`src/rtl/mux_nto1_pipe.sv`:
```
// N-to-1 selector with registered output, valid/ready flow control and a sticky out-of-range flag.
// Optional feature macro: MUX_PIPE_SKID_EN adds a skid register and makes ready_o a register output.
module mux_nto1_pipe #(
  parameter int SIZE   = 32,
  parameter int NUM_IN = 3,
  parameter int SEL_W  = 2
) (
  input  logic                   clk_i,
  input  logic                   rst_i,
  input  logic [NUM_IN*SIZE-1:0] data_i,
  input  logic [SEL_W-1:0]       select_i,
  input  logic                   valid_i,
  output logic                   ready_o,
  output logic [SIZE-1:0]        data_o,
  output logic                   valid_o,
  input  logic                   ready_i,
  output logic                   err_o
);

  typedef enum logic [1:0] {ST_EMPTY, ST_ONE, ST_TWO} state_t;

  localparam logic [SEL_W:0] NUM_IN_W = (SEL_W+1)'(NUM_IN);

  state_t          state_q, state_d;
  logic [SIZE-1:0] out_q, out_d;
  logic            err_q, err_d;
  logic [SIZE-1:0] sel_data;
  logic            in_range;
  logic            accept;
  logic            xfer;

`ifdef MUX_PIPE_SKID_EN
  logic [SIZE-1:0] skid_q, skid_d;
  logic            ready_q, ready_d;
`endif

  // Out-of-range selects fall through to the last populated input.
  always_comb begin
    sel_data = data_i[(NUM_IN-1)*SIZE +: SIZE];
    for (int k = 0; k < NUM_IN-1; k++) begin
      if ({1'b0, select_i} == (SEL_W+1)'(k)) sel_data = data_i[k*SIZE +: SIZE];
    end
  end

  assign in_range = ({1'b0, select_i} < NUM_IN_W);
  assign valid_o  = (state_q != ST_EMPTY);
  assign data_o   = out_q;
  assign err_o    = err_q;
  assign accept   = valid_i && ready_o;
  assign xfer     = valid_o && ready_i;

`ifdef MUX_PIPE_SKID_EN
  assign ready_o = ready_q;
`else
  assign ready_o = !valid_o || ready_i;
`endif

  always_comb begin
    state_d = state_q;
    out_d   = out_q;
    err_d   = err_q | (accept & ~in_range);
`ifdef MUX_PIPE_SKID_EN
    skid_d  = skid_q;
`endif
    case (state_q)
      ST_EMPTY: begin
        if (accept) begin
          state_d = ST_ONE;
          out_d   = sel_data;
        end
      end
      ST_ONE: begin
        if (accept && xfer) begin
          out_d = sel_data;
`ifdef MUX_PIPE_SKID_EN
        end else if (accept) begin
          state_d = ST_TWO;
          skid_d  = sel_data;
`endif
        end else if (xfer) begin
          state_d = ST_EMPTY;
        end
      end
`ifdef MUX_PIPE_SKID_EN
      ST_TWO: begin
        if (xfer) begin
          state_d = ST_ONE;
          out_d   = skid_q;
        end
      end
`endif
      default: state_d = ST_EMPTY;
    endcase
`ifdef MUX_PIPE_SKID_EN
    ready_d = (state_d != ST_TWO);
`endif
  end

  always_ff @(posedge clk_i) begin
    if (rst_i) begin
      state_q <= ST_EMPTY;
      out_q   <= '0;
      err_q   <= 1'b0;
`ifdef MUX_PIPE_SKID_EN
      skid_q  <= '0;
      ready_q <= 1'b1;
`endif
    end else begin
      state_q <= state_d;
      out_q   <= out_d;
      err_q   <= err_d;
`ifdef MUX_PIPE_SKID_EN
      skid_q  <= skid_d;
      ready_q <= ready_d;
`endif
    end
  end

endmodule

```
`config.mk`:
```
export PLATFORM = sky130hd
export DESIGN_NAME = mux_nto1_pipe
export DESIGN_NICKNAME = d
export VERILOG_FILES = /design/src/rtl/mux_nto1_pipe.sv
export SDC_FILE = /design/constraint.sdc
export NUM_CORES = 1
export LEC_CHECK = 0
export CORE_MARGIN = 1
export CORE_UTILIZATION = 35
export DETAILED_ROUTE_END_ITERATION = 8
export GPL_TIMING_DRIVEN = 0
export PLACE_DENSITY_LB_ADDON = 0.05
export SETUP_SLACK_MARGIN = 0.15
export SYNTH_ARGS = -nofsm -noshare
export SYNTH_HDL_FRONTEND = slang
export SYNTH_SLANG_ARGS = --single-unit
```
`constraint.sdc`:
```
create_clock -name clk_i -period 1.49 [get_ports clk_i]
set_clock_uncertainty 0.2 [all_clocks]
set_input_delay 0.149 -clock clk_i [delete_from_list [all_inputs] [get_ports clk_i]]
set_output_delay 0.149 -clock clk_i [all_outputs]
set_load 0.1 [all_outputs]
```
# == Word level (Yosys, flattened, before mapping) ==
# Index checks and enable logic that the tools add are counted.
# classes
magnitude_cmp,1
n_eq_ne,6
mux,9
n_bitwise,3
n_reduce_logical,11
# ops
cell,n
32-bit two-way mux,4
32-bit one-hot mux with 2 select lines,1
"2-bit != test, second input constant",4
2-bit two-way mux,3
3-bit AND reduction,2
"2-bit by 1-bit == test with 1-bit output, second input constant",2
2-bit zero test,2
2-bit one-hot mux with 2 select lines,1
2-bit nonzero test,2
1-bit logical AND,3
"2-bit less-than comparator, second input constant",1
1-bit bitwise AND,1
1-bit zero test,1
1-bit logical OR,1
1-bit NOT,1
1-bit bitwise OR,1
# totals
reg_bits,35
input_bits,102
out_inout_bits,35
elab_cells,33

# == Depth between registers and ports, before layout ==
# Gate-level depths: netlist of the first run.
# depth
depth_word,7
depth_mapped,5
depth_no_buf,4

# == Worst setup path after synthesis of the first run ==
# Ideal clock, no wire load.
# synth_path
kind,reg2reg
startpoint,register state_q[0]
endpoint,"register out_q[0], in the netlist data_o[0]"
setup_time_ns,0.065
t_arrival_ns,2.326
required_time_ns,1.225
slack_ns,-1.100
path_stages_with_launch,6
path_buffers,1
synth_period_minus_slack_ns,2.590
cell_sequence,dfxtp_1 nor2b_2 inv_1 a21oi_2 buf_4 a32o_1
# synth_between
elab_chain_len,7
word_cells_on_any_way,13
classes_between,eq/ne (3); mux (1); reduce/logical (9)
# synth_rtl
element,line_no,text
start: declaration,24,"state_t state_q, state_d;"
start signal: assignment,109,state_q <= state_d;
2-bit nonzero test *,46,assign valid_o = (state_q != ST_EMPTY);
1-bit zero test *,55,assign ready_o = !valid_o || ready_i;
1-bit logical OR *,55,
via ready_o,13,"output logic ready_o,"
1-bit logical AND *,49,assign accept = valid_i && ready_o;
1-bit logical AND,73,if (accept && xfer) begin
2-bit != test (no source line),--,
3-bit AND reduction (no source line) *,--,
end signal: assignment,110,out_q <= out_d;
end: declaration,25,"logic [SIZE-1:0] out_q, out_d;"
# Mark *: on every way through the listed nets, which the timed path passes. The rest lies on a longest branch.
# A chain may end at the register's enable or synchronous reset.

# == Final worst setup path of the first run ==
# layout_path
startpoint,register state_q[0]
endpoint,"register out_q[16], in the netlist data_o[16]"
# layout_between
elab_chain_len,7
word_cells_on_any_way,13
classes_between,eq/ne (3); mux (1); reduce/logical (9)
# layout_rtl
element,line_no
2-bit nonzero test,46
1-bit zero test,55
1-bit logical OR,55
1-bit logical AND,49
1-bit logical AND,73
2-bit != test (no source line),--
3-bit AND reduction (no source line),--
# Several ways; a longest one is shown, not always the timed one.

==> results of run 1 <==
-- flip-flops by register name (all words and copies together), names as in the netlist --
| name | cells |
|---|---|
| err_o | 1 |
| data_o | 32 |
| state_q | 1 |
-- layer usage --
| metal | up-vias | routed length [um] | global-route usage, % | part of all wire, % |
|---|---|---|---|---|
| li1 | 1015 | - | - | - |
| met1 | 953 | 2620 | 25.3 | 42 |
| met2 | 82 | 3040 | 38.5 | 49 |
| met3 | 7 | 469 | 7.19 | 7.6 |
| met4 | 0 | 60 | 6.15 | 0.97 |
| met5 | - | 0 | 0 | 0 |
-- synth_stat cells (all sizes together) --
library cell / number
and2b: 14
nor2b: 19
a41oi: 1
nor3b: 1
buf: 15
nand2b: 32
a32o: 32
a211o: 32
dfxtp: 34
inv: 1
a21oi: 1
clkbuf: 5
nor2: 3
-- power by group through the flow --
stage | clock network [mW] | registers, mW | logic, mW
6_report | 0.709 | 1.01 | 1.28
5_1_grt | 0.778 | 1.02 | 1.34
4_1_cts | 0.730 | 1.01 | 1.28
3_5_place_dp | 0 | 1.03 | 1.25
3_3_place_gp | 0 | 1.03 | 1.24
2_1_floorplan | 0 | 1.53 | 0.295
-- cell type report --
class                      instances  area (um^2)
buffer                            20          204
clock buffer                       7         86.3
clock inverter                     1         5.00
fill                             468         1660
inverter                           1         7.51
multi-input combinational        135         1110
sequential                        34          684
tap                               70         87.6
timing repair buffer             142         1360
-- timing repair --
| action | in CTS | in global routing |
|---|---|---|
| endpoints found under the setup margin | 66 | 35 |
| pin swaps | 5 | 4 |
| gates cloned | 3 | 0 |
| buffers inserted | 4 | 1 |
| gates resized for setup | 231 | 2 |
| hold buffers | 0 | 0 |
| hold endpoints to repair | 0 | 0 |
-- worst register-to-register path, cell delays in order, from the launching register on --
cell and delay (ns):
dfxtp_4 0.34, nor2b_4 0.13, buf_4 0.14, nor3b_4 0.18
buf_6 0.15, buf_6 0.15, a32o_1 0.16
-- cell usage in the layout, fill, tap and decap left out, types with 4 or more instances in the layout --
master / n
nand2b_1: 32
and2b_4: 5
a32o_1: 32
clkbuf_8: 6
clkbuf_1: 6
and2b_1: 9
nor2b_1: 18
buf_8: 9
a211o_1: 29
buf_6: 5
buf_2: 4
dfxtp_1: 33
clkdlybuf4s50_1: 99
buf_4: 37
-- cells by family (layout without fill, tap and decap cells) --
| logic type | after synthesis | in the layout | synth area share (%) |
|---|---|---|---|
| AO/OA/AOI/OAI | 66 | 66 | 32.3 |
| buffers and inverters | 21 | 171 | 8.26 |
| AND/OR/NAND/NOR | 69 | 69 | 24.1 |
| flip-flops | 34 | 34 | 35.4 |
-- worst max-delay path by stage --
stage                            end  slack, ns  cells past startpoint       start
after detailed placement     ready_o      -0.81                      4     ready_i
after floorplan            data_o[0]      -0.61                      5  state_q[0]
final                     data_o[16]      -0.01                      6  state_q[0]
after global placement       ready_o      -0.80                      4     ready_i
after global routing       data_o[0]      -0.06                      6  state_q[0]
after CTS                 data_o[10]     -0.006                      6  state_q[0]
-- stage by stage --
| stage | setup TNS (ns) | instance area, um^2 |
|---|---|---|
| finish | -0.0905 | 3550 |
| global route | -1.43 | 3550 |
| CTS | -0.0225 | 3530 |
| detailed placement | -21.74 | 3370 |
| global placement | -21.84 | 3370 |
| floorplan | -19.62 | 1940 |
==> impl_metrics.json, run 1 <==
{
  "hold_violations": 0,
  "min_path_cells": 3,
  "finalCriticalPeriod_ns": 1.50,
  "die-area_um2": 5800,
  "diodes": 0,
  "avgSynthCellArea_um2": 10.1,
  "holdWs_ns": 0.100,
  "finalSetupViolations": 16,
  "die_h_um": 76.2,
  "post-place-cells": 394,
  "power_mw": 3.01,
  "max_freq_ghz": 0.665,
  "routed_via_density": 5.02,
  "hold_path_end": "data_o[3]",
  "nets": 441,
  "yosysTopAreaCell": "dfxtp_1",
  "worst_slew_pin_slew_ns": 0.492,
  "leakage_nw": 1.47,
  "htreeDepth": 2,
  "worst-setup-path-type": "reg2reg",
  "clock_latency_ns": 0.28,
  "p_clk_share_pct": 23.6,
  "yosysTopAreaCellShare_pct": 35.4,
  "initial_core_util_pct": 37.0,
  "internal_power_mw": 1.89,
  "cp_cell_sequence": "nor2b_4 -> buf_4 -> nor3b_4 -> buf_6 -> buf_6 -> a32o_1",
  "rsz0062_at_grt": "true",
  "cts_tree": "done",
  "grt_use_total_pct": 21.9,
  "violations": "negative setup slack",
  "grt_max_degree": 11,
  "finalWorstSetupSlack_ns": -0.0134,
  "cp_max_fo": 10,
  "power_frac_comb_pct": 42.7,
  "gp_congestion": 0.772,
  "cp.buffers_inverters": 3,
  "finish.utilization_pct": 68.2,
  "maxSlewHeadroom_pct": 67.2,
  "ant_nets": 0,
  "drtIter0Drc": 48,
  "rr_endpoint": "data_o[16]",
  "worstRegToRegCells": 6,
  "syn_nets": 292,
  "hp-class": "in2reg",
  "crit_path_start_kind": "flip-flop",
  "seq_power_share_pct": 33.7,
  "antenna_found_initial": 0,
  "vias": 2057,
  "layout-drive-gt1-share_pct": 23.2,
  "p_per_area_nw_per_um2": 848,
  "grt_pass1_wl_um": 10100,
  "clock_sinks": 34,
  "synth_area_um2": 1920,
  "r2r_start": "state_q[0]",
  "core-area_um2": 5200,
  "synth_area_leaders": "dfxtp_1 (35%), a32o_1 (17%), a211o_1 (13%)",
  "syn_inst": 190,
  "dp_slack_ns": -0.806,
  "cp_common_cell": "buf_6",
  "vdd_drop_max_uv": 500,
  "power_switching_share_pct": 37.2,
  "die_x_um": 76.2,
  "drc_errors": 0,
  "io_buffers": 134,
  "maxSlewViolCount": 0,
  "grt_pass1_vias": 2108,
  "crit_family": "buffers and inverters",
  "dp_hpwl_um": 4470,
  "cts.path.max_buffers": 2,
  "outcome": "finished with violations",
  "end_kind": "flip-flop",
  "fin_crit_sh_pct": 101,
  "synth.yosys.seq_area_share_pct": 35.4,
  "routedWlPerCell_um": 15.1,
  "power_switching_mw": 1.12,
  "ys_ff_latch": 34,
  "root_buffer": "clkbuf_8",
  "slowest_stage": "dfxtp_4",
  "io-pin-count": 137,
  "cap_violations": 0,
  "syn2layout_area_growth_pct": 84.4,
  "overflow": 0,
  "arrival_ns": 1.53,
  "crit_path_max_incr_delay_ns": 0.34,
  "worstPathRequired_ns": 1.52,
  "clk_pin_slew_ns": 0.07,
  "r2r_slack_ns": -0.01,
  "numCtsBuffers": 5,
  "synth_cell_type_count": 20,
  "drt-total-wl_um": 6190,
  "rows": 26,
  "ys.warnings.count": 0,
  "firstDrtPassIters": 4,
  "fin_cells": 410,
  "hp-start": "select_i[1]"
}
Note: power is estimated with default switching activity, not from simulation.
==> run 2: changes to the inputs <==
--- a/config.mk
+++ b/config.mk
@@ -5,6 +5,7 @@
 export SDC_FILE = /design/constraint.sdc
 export NUM_CORES = 1
 export LEC_CHECK = 0
+export CORE_ASPECT_RATIO = 0.5
 export CORE_MARGIN = 1
 export CORE_UTILIZATION = 35
 export DETAILED_ROUTE_END_ITERATION = 8
==> run 2 against run 1 <==
Net effect:
- the flow still finishes with violations (negative setup slack)
- fmax decreased by 2.7%
- critical endpoint is now ready_o
- largest power group unchanged
- register-to-register slack got worse by 0.04 ns
- final cell count decreased by 1.2%
==> impl_metrics.json, run 2 (same netlist as run 1, synthesis figures left out) <==
{
  "routed_via_density": 5.04,
  "cp_max_fo": 3,
  "cp_cell_sequence": "nor2b_4 -> clkinvlp_4 -> buf_6",
  "finalSetupViolations": 31,
  "dp_hpwl_um": 4840,
  "maxSlewViolCount": 0,
  "crit_path_max_incr_delay_ns": 0.35,
  "initial_core_util_pct": 37.6,
  "finalCriticalPeriod_ns": 1.54,
  "cp.buffers_inverters": 2,
  "rr_endpoint": "data_o[7]",
  "grt_use_total_pct": 21.2,
  "fin_cells": 405,
  "leakage_nw": 1.44,
  "ant_nets": 0,
  "slowest_stage": "dfxtp_4",
  "io_buffers": 134,
  "clk_pin_slew_ns": 0.07,
  "worst-setup-path-type": "reg2out",
  "antenna_found_initial": 0,
  "drt-total-wl_um": 6300,
  "cts.path.max_buffers": 2,
  "clock_latency_ns": 0.27,
  "min_path_cells": 3,
  "r2r_start": "state_q[0]",
  "post-place-cells": 394,
  "gp_congestion": 0.716,
  "fin_crit_sh_pct": 104,
  "crit_family": "buffers and inverters",
  "maxSlewHeadroom_pct": 66.2,
  "hold_path_end": "state_q[0]",
  "firstDrtPassIters": 4,
  "cts_tree": "done",
  "grt_pass1_vias": 2012,
  "hp-class": "in2reg",
  "crit_path_start_kind": "flip-flop",
  "hp-start": "valid_i",
  "max_freq_ghz": 0.647,
  "cts_hold_buf": 0,
  "final_cell_mix": "clkdlybuf4s50_1 (98), buf_4 (38), dfxtp_1 (33), nand2b_1 (32), a32o_1 (32)",
  "drtIter0Drc": 82,
  "nets": 436,
  "vias": 2043,
  "final_common_cell": "clkdlybuf4s50_1",
  "grt_max_degree": 11,
  "power_mw": 3.06,
  "worstRegToRegCells": 5,
  "numCtsBuffers": 5,
  "overflow": 0,
  "worstPathRequired_ns": 1.14,
  "grt_pass1_wl_um": 9380,
  "worst_slew_pin_slew_ns": 0.507,
  "largest_reg_flops": 32,
  "outcome": "finished with violations",
  "vdd_drop_max_uv": 416,
  "p_per_area_nw_per_um2": 883,
  "rows": 18,
  "die_h_um": 54.4,
  "cap_violations": 0,
  "clock_sinks": 34,
  "drc_errors": 0,
  "syn2layout_area_growth_pct": 79.9,
  "rsz0062_at_grt": "true",
  "finalWorstSetupSlack_ns": -0.0548,
  "r2r_slack_ns": -0.05,
  "routedWlPerCell_um": 15.6,
  "die-area_um2": 5820,
  "io-pin-count": 137,
  "hold_violations": 0,
  "end_kind": "primary output",
  "root_buffer": "clkbuf_8",
  "arrival_ns": 1.20,
  "layout-drive-gt1-share_pct": 22.4,
  "finish.utilization_pct": 67.7,
  "violations": "negative setup slack",
  "core-area_um2": 5110,
  "htreeDepth": 2,
  "die_x_um": 107,
  "diodes": 0
}
run 2: changes by cell type in the layout (fill, tap and decap cells not counted), sizes merged:
| cell | before | now |
|---|---|---|
| buf | 58 | 53 |
| clkdlybuf4s50 | 99 | 98 |
| clkbuf | 12 | 13 |
| clkinv | 1 | 0 |
| dlymetal6s2s | 0 | 1 |
run 2: timing repair:
action / CTS / global route
pin swaps: 0 / 1
endpoints found under the setup margin: 66 / 35
buffers inserted: 1 / 2
resized for setup: 214 / 7
run 2: worst max path at each step:
stage                     from         to  slack, ns  cells after the start
finish              state_q[0]    ready_o      -0.05                      3
global route        state_q[0]  data_o[7]      -0.12                      5
CTS                 state_q[0]  data_o[7]      -0.05                      4
detailed placement     ready_i    ready_o      -0.83                      4
global placement       ready_i    ready_o      -0.80                      4
floorplan           state_q[0]  data_o[0]      -0.61                      5
run 2: power by group:
| group | internal, mW | total (mW) | leakage [nW] | switching [mW] |
|---|---|---|---|---|
| Sequential | 0.978 | 1.01 | 0.281 | 0.0367 |
| Clock | 0.467 | 0.796 | 0.0575 | 0.329 |
| Combinational | 0.507 | 1.25 | 1.10 | 0.741 |
run 2: metal layers:
metal | global-route usage, % | part of all wire, % | up-vias
met5 | 0 | 0 | -
met4 | 5.02 | 0.46 | 0
met3 | 8.93 | 9.8 | 4
met2 | 38.9 | 47 | 82
met1 | 23.7 | 43 | 951
li1 | - | - | 1006
run 2: final cells by class:
class | count | area [um^2]
Fill cell | 440 | 1650
Timing Repair Buffer | 137 | 1280
Multi-Input combinational cell | 135 | 1110
Sequential cell | 34 | 684
Buffer | 20 | 178
Clock buffer | 8 | 110
Tap cell | 70 | 87.6
Inverter | 1 | 7.51
run 2: worst min-delay path: cells and delay by family:
kind	cells	cell delay (ns)
and+or+nand+nor	2	0.18
buffers and inverters	1	0.19
run 2: metrics by stage:
stage               instance area, um^2  setup WS [ns]  setup TNS [ns]  hold WS [ns]
finish                             3460        -0.0548          -0.811        0.0748
global route                       3460         -0.125           -3.22        0.0880
CTS                                3420        -0.0508          -0.829         0.102
detailed placement                 3370         -0.826          -22.29         0.256
global placement                   3370         -0.801          -21.50         0.246
floorplan                          1940         -0.605          -19.62        0.0117
